$ cat src/rtl/pipe_stage_reg.sv
// Pipeline stage register with valid/ready handshake, optional 2-entry skid buffer,
// flush, and saturating stall/bubble performance counters.
module pipe_stage_reg #(
    parameter int                 DATA_W   = 128,
    parameter int                 CTRL_W   = 16,
    parameter logic [CTRL_W-1:0]  CTRL_NOP = '0,
    parameter int                 SKID     = 1
) (
    input  logic              clk,
    input  logic              rst,
    input  logic              in_valid,
    output logic              in_ready,
    input  logic [CTRL_W-1:0] in_ctrl,
    input  logic [DATA_W-1:0] in_data,
    input  logic              flush,
    output logic              out_valid,
    input  logic              out_ready,
    output logic [CTRL_W-1:0] out_ctrl,
    output logic [DATA_W-1:0] out_data,
    output logic [31:0]       stall_cnt,
    output logic [31:0]       bubble_cnt
);

    logic              main_valid_q, main_valid_d;
    logic [CTRL_W-1:0] main_ctrl_q,  main_ctrl_d;
    logic [DATA_W-1:0] main_data_q,  main_data_d;
    logic              skid_valid_q, skid_valid_d;
    logic [CTRL_W-1:0] skid_ctrl_q,  skid_ctrl_d;
    logic [DATA_W-1:0] skid_data_q,  skid_data_d;
    logic              in_ready_q,   in_ready_d;
    logic [31:0]       stall_cnt_q,  stall_cnt_d;
    logic [31:0]       bubble_cnt_q, bubble_cnt_d;

    logic accept;
    logic emit;
    logic main_free;

    // With SKID=0 the stage can take a new entry in the same cycle the old one leaves.
    assign in_ready = (SKID != 0) ? in_ready_q : (!main_valid_q || out_ready);

    assign accept    = in_valid && in_ready;
    assign emit      = main_valid_q && out_ready;
    assign main_free = !main_valid_q || emit;

    always_comb begin
        main_valid_d = main_valid_q;
        main_ctrl_d  = main_ctrl_q;
        main_data_d  = main_data_q;
        skid_valid_d = skid_valid_q;
        skid_ctrl_d  = skid_ctrl_q;
        skid_data_d  = skid_data_q;
        stall_cnt_d  = stall_cnt_q;
        bubble_cnt_d = bubble_cnt_q;

        if (main_valid_q && !out_ready && (stall_cnt_q != 32'hFFFF_FFFF)) begin
            stall_cnt_d = stall_cnt_q + 32'd1;
        end
        if (!main_valid_q && (bubble_cnt_q != 32'hFFFF_FFFF)) begin
            bubble_cnt_d = bubble_cnt_q + 32'd1;
        end

        if (flush) begin
            main_valid_d = 1'b0;
            main_ctrl_d  = CTRL_NOP;
            main_data_d  = '0;
            skid_valid_d = 1'b0;
            skid_ctrl_d  = CTRL_NOP;
            skid_data_d  = '0;
        end else if (main_free) begin
            // The skid entry is older than anything on the input, so it refills main first.
            if ((SKID != 0) && skid_valid_q) begin
                main_valid_d = 1'b1;
                main_ctrl_d  = skid_ctrl_q;
                main_data_d  = skid_data_q;
                skid_valid_d = 1'b0;
            end else if (accept) begin
                main_valid_d = 1'b1;
                main_ctrl_d  = in_ctrl;
                main_data_d  = in_data;
            end else begin
                main_valid_d = 1'b0;
                main_ctrl_d  = CTRL_NOP;
            end
        end else if ((SKID != 0) && accept) begin
            skid_valid_d = 1'b1;
            skid_ctrl_d  = in_ctrl;
            skid_data_d  = in_data;
        end

        in_ready_d = !skid_valid_d;
    end

    always_ff @(posedge clk) begin
        if (rst) begin
            main_valid_q <= 1'b0;
            main_ctrl_q  <= CTRL_NOP;
            main_data_q  <= '0;
            skid_valid_q <= 1'b0;
            skid_ctrl_q  <= CTRL_NOP;
            skid_data_q  <= '0;
            in_ready_q   <= 1'b1;
            stall_cnt_q  <= '0;
            bubble_cnt_q <= '0;
        end else begin
            main_valid_q <= main_valid_d;
            main_ctrl_q  <= main_ctrl_d;
            main_data_q  <= main_data_d;
            skid_valid_q <= skid_valid_d;
            skid_ctrl_q  <= skid_ctrl_d;
            skid_data_q  <= skid_data_d;
            in_ready_q   <= in_ready_d;
            stall_cnt_q  <= stall_cnt_d;
            bubble_cnt_q <= bubble_cnt_d;
        end
    end

    assign out_valid  = main_valid_q;
    assign out_ctrl   = main_ctrl_q;
    assign out_data   = main_data_q;
    assign stall_cnt  = stall_cnt_q;
    assign bubble_cnt = bubble_cnt_q;

endmodule

$ cat config.mk
export PLATFORM = sky130hd
export DESIGN_NAME = pipe_stage_reg
export DESIGN_NICKNAME = d
export VERILOG_FILES = /design/src/rtl/pipe_stage_reg.sv
export SDC_FILE = /design/constraint.sdc
export NUM_CORES = 1
export LEC_CHECK = 0
export BUFFER_PORTS_ARGS = -buffer_cell sky130_fd_sc_hd__buf_2
export CORE_ASPECT_RATIO = 1.25
export CORE_MARGIN = 2
export CORE_UTILIZATION = 48
export DETAILED_ROUTE_END_ITERATION = 8
export PLACE_DENSITY = 0.82
export SLEW_MARGIN = 20
export SYNTH_ARGS = -nofsm -noshare
export SYNTH_HDL_FRONTEND = slang
export SYNTH_SLANG_ARGS = --single-unit
$ cat constraint.sdc
create_clock -name clk -period 2 [get_ports clk]
set_input_delay 0.1 -clock clk [delete_from_list [all_inputs] [get_ports clk]]
set_output_delay 0.1 -clock clk [all_outputs]
set_load 0.005 [all_outputs]
==> run metrics <==
EDFF count, synth 0; Clock Latency Late Sink 0.54 ns; Slew @ Worst Pin 0.808 ns; Crit path required time 2.37 ns; Tcrit/Tclk final 1.09; Slew HR 0.462; Max Slew Vio Count 0; Final #Nets 2,362; core area 0.0299 mm2; drt drc 0; Pre-antenna DRT Iters 8; status finished with violations; CP startpoint stall_cnt[0]; largest net degree at the start of global routing 108; Distinct cells, synth 50; hpwl dp 27,000 um; Worst Skew 0.0291 ns; GR Overflow Total 0; Post-synth ARST share 0; post-synthesis net count 1,837; # rows 71; layout cells sized above 1 0.276; CP Launch Type flip-flop; clk sinks 355; number of global-route vias before repair 14,600; clk root buf clkbuf_16; total power 15.5 mW; endpoints failing setup 32; Max Buffers Root-to-Sink 3; Fill cells 2,090; met1 Track Usage GR 0.310; Worst setup EP type flip-flop; Top Usage Layer GRT met2; Routed WL 47,300 um; GR met2 Demand/Resource 0.477; met3 usage 0.0678; Hold Startpoint out_ready; post-DR vias/cell 5.67; I/O Pins 359; routability cong. 0.917; Starting Density 0.486; mean post-synth cell area 8.63 um2; routed via count 15,000; synthesized flop and latch total 355; worst setup margin -0.177 ns; critical path fanouts, max 7; Post-Syn Instances 1,686; Starting DRT DRC Count 1,370; WP data arrival 2.55 ns; DIE AREA 0.0317 mm2; wire length per cell 18.0 um; cts bufs inserted 37; Routed Antenna Nets 0; Synth Cell Area 0.0146 mm2; initial antenna violation count 0; ys flop type dfxtp_1; Reg2Reg Setup Slack -0.18 ns; H-tree depth 2; Worst R2R Start stall_cnt[0]; CTS tree done; worst r2r dst stall_cnt[3]; number of synthesis warnings 0; RSZ-0062 raised after global routing yes; sequential area share after synthesis 0.488; Worst-path clk slew 0.06 ns; Max rail drop VDD 0.592 mV; Hold Path Sink stall_cnt[2]; fin crit period 2.18 ns; sequential cell area 0.00713 mm2; multi-input logic area 0.00720 mm2; Max-Cap Viols 0; first-pass GRT wire length 72,000 um; Max Fclk 0.459 GHz; Total Routing Usage GR 0.276; failing checks negative setup slack; P&R area growth vs syn 39.5%; PD cells 763 mW/mm2; DP Cell Count 2,409; Hold Crit Class input port to flip-flop; FF-to-FF path depth 9; fin cells 2,636; type of the worst setup path flip-flop to flip-flop; Hold Crit Depth 6; IO Port Bufs 358; Final Hold Viols 0; Leak 7.88 nW; height of the die 199 um; chip width 160 um
## report_power, final
part | switching [mW] | internal (mW)
clock | 2.80 | 4.02
combinational | 0.731 | 0.629
sequential | 0.0957 | 7.22
## registers in the layout, summed over array words and instances, names as in the netlist
| register | flops |
|---|---|
| skid_valid_q | 1 |
| stall_cnt | 32 |
| in_ready | 1 |
| bubble_cnt | 32 |
| skid_ctrl_q | 16 |
| skid_data_q | 128 |
| out_ctrl | 16 |
| out_data | 128 |
| out_valid | 1 |
## logic make-up after synthesis
group / share of synthesized area
AND/OR/NAND/NOR: 0.196
multiplexers: 0.111
adder cells (fa/ha/maj): 0.00172
buffers and inverters: 0.0366
XOR/XNOR: 0.00662
AO/OA/AOI/OAI: 0.160
flip-flops: 0.488
## Yosys cell counts, types with 3 or more instances
| cell | count | share of area |
|---|---|---|
| a211oi_1 | 128 | 0.066 |
| a21oi_1 | 199 | 0.068 |
| and3_1 | 4 | 0.0017 |
| and4_1 | 3 | 0.0018 |
| buf_1 | 23 | 0.0059 |
| buf_2 | 6 | 0.0021 |
| clkbuf_1 | 98 | 0.025 |
| dfxtp_1 | 355 | 0.49 |
| inv_1 | 10 | 0.0026 |
| mux2_2 | 12 | 0.0093 |
| mux2i_1 | 146 | 0.10 |
| nand2_1 | 310 | 0.080 |
| nand3_1 | 17 | 0.0058 |
| nand3b_1 | 3 | 0.0015 |
| nand4_1 | 24 | 0.010 |
| nor2_1 | 180 | 0.046 |
| nor2b_1 | 14 | 0.0060 |
| nor3_1 | 21 | 0.0072 |
| nor4_1 | 8 | 0.0034 |
| o21ai_0 | 24 | 0.0083 |
| o31ai_1 | 12 | 0.0062 |
| or2_2 | 7 | 0.0030 |
| or3_1 | 27 | 0.012 |
| or4_1 | 13 | 0.0067 |
| xnor2_1 | 9 | 0.0054 |
## per-layer routing
layer	routed length (um)	vias to the layer above	share of wire
li1	-	6959	-
met1	17700	7037	0.37
met2	23300	743	0.49
met3	3610	218	0.076
met4	2720	0	0.057
met5	0	-	0
## metrics by stage
stage          cell area [um2]   TNS [ns]  hold WS [ns]   util  setup WS [ns]
3_5_place_dp             17200     -0.452         0.356  0.575        -0.0551
5_1_grt                  20300      -5.91         0.101  0.678         -0.260
6_report                 20300      -2.64        0.0976  0.678         -0.177
3_3_place_gp             17200  -0.000969         0.348  0.575      -0.000969
2_1_floorplan            14600     -0.104         0.236      -         -0.100
4_1_cts                  19900     -0.174        0.0754  0.666        -0.0489
## repair_timing
| item | in CTS | in global routing |
|---|---|---|
| gates cloned | 0 | 1 |
| setup buffers | 2 | 17 |
| endpoints found under the setup margin | 30 | 58 |
| gates resized for setup | 13 | 53 |
| hold buffers | 144 | 0 |
| hold endpoints to repair | 271 | 0 |
| pin swaps | 6 | 35 |
## layout make-up
class | count | area share
Timing Repair Buffer | 614 | 0.209
Inverter | 10 | 0.00185
Multi-Input combinational cell | 1193 | 0.355
Tap cell | 401 | 0.0247
Sequential cell | 355 | 0.351
Clock inverter | 13 | 0.00598
Antenna cell | 1 | 0.000123
Clock buffer | 49 | 0.0529
## cell usage in the layout (no fill, tap or decap), types with 11 or more instances in the layout
master         netlist  layout
a211oi_1           128     126
a21oi_1            199     196
buf_2                6     358
buf_4                0      94
clkbuf_16            0      40
dfxtp_1            355     340
dfxtp_2              0      13
dlygate4sd3_1        0     144
mux2_2              12      11
mux2i_1            146     146
nand2_1            310     309
nand3_1             17      14
nand4_1             24      24
nor2_1             180     178
nor2b_1             14      13
nor3_1              21      17
o21ai_0             24      20
or3_1               27      24
or4_1               13      12
## worst max path at each step
stage	cells past startpoint	slack, ns	endpoint
after floorplan	6	-0.10	stall_cnt[21]
after detailed placement	7	-0.06	stall_cnt[23]
after global placement	7	-0.001	bubble_cnt[30]
final	9	-0.18	stall_cnt[3]
after CTS	8	-0.05	stall_cnt[30]
after global routing	8	-0.26	stall_cnt[28]
## worst max-delay path: stages, from the launching register on
cell and delay (ns):
dfxtp_4 0.36, ha_4 0.13, nand4_1 0.13, buf_4 0.17, or4_4 0.55, nor3_4 0.22, buf_6 0.16, buf_12 0.11
or3_1 0.10, a21oi_1 0.08
(Power assumes the default switching activity.)
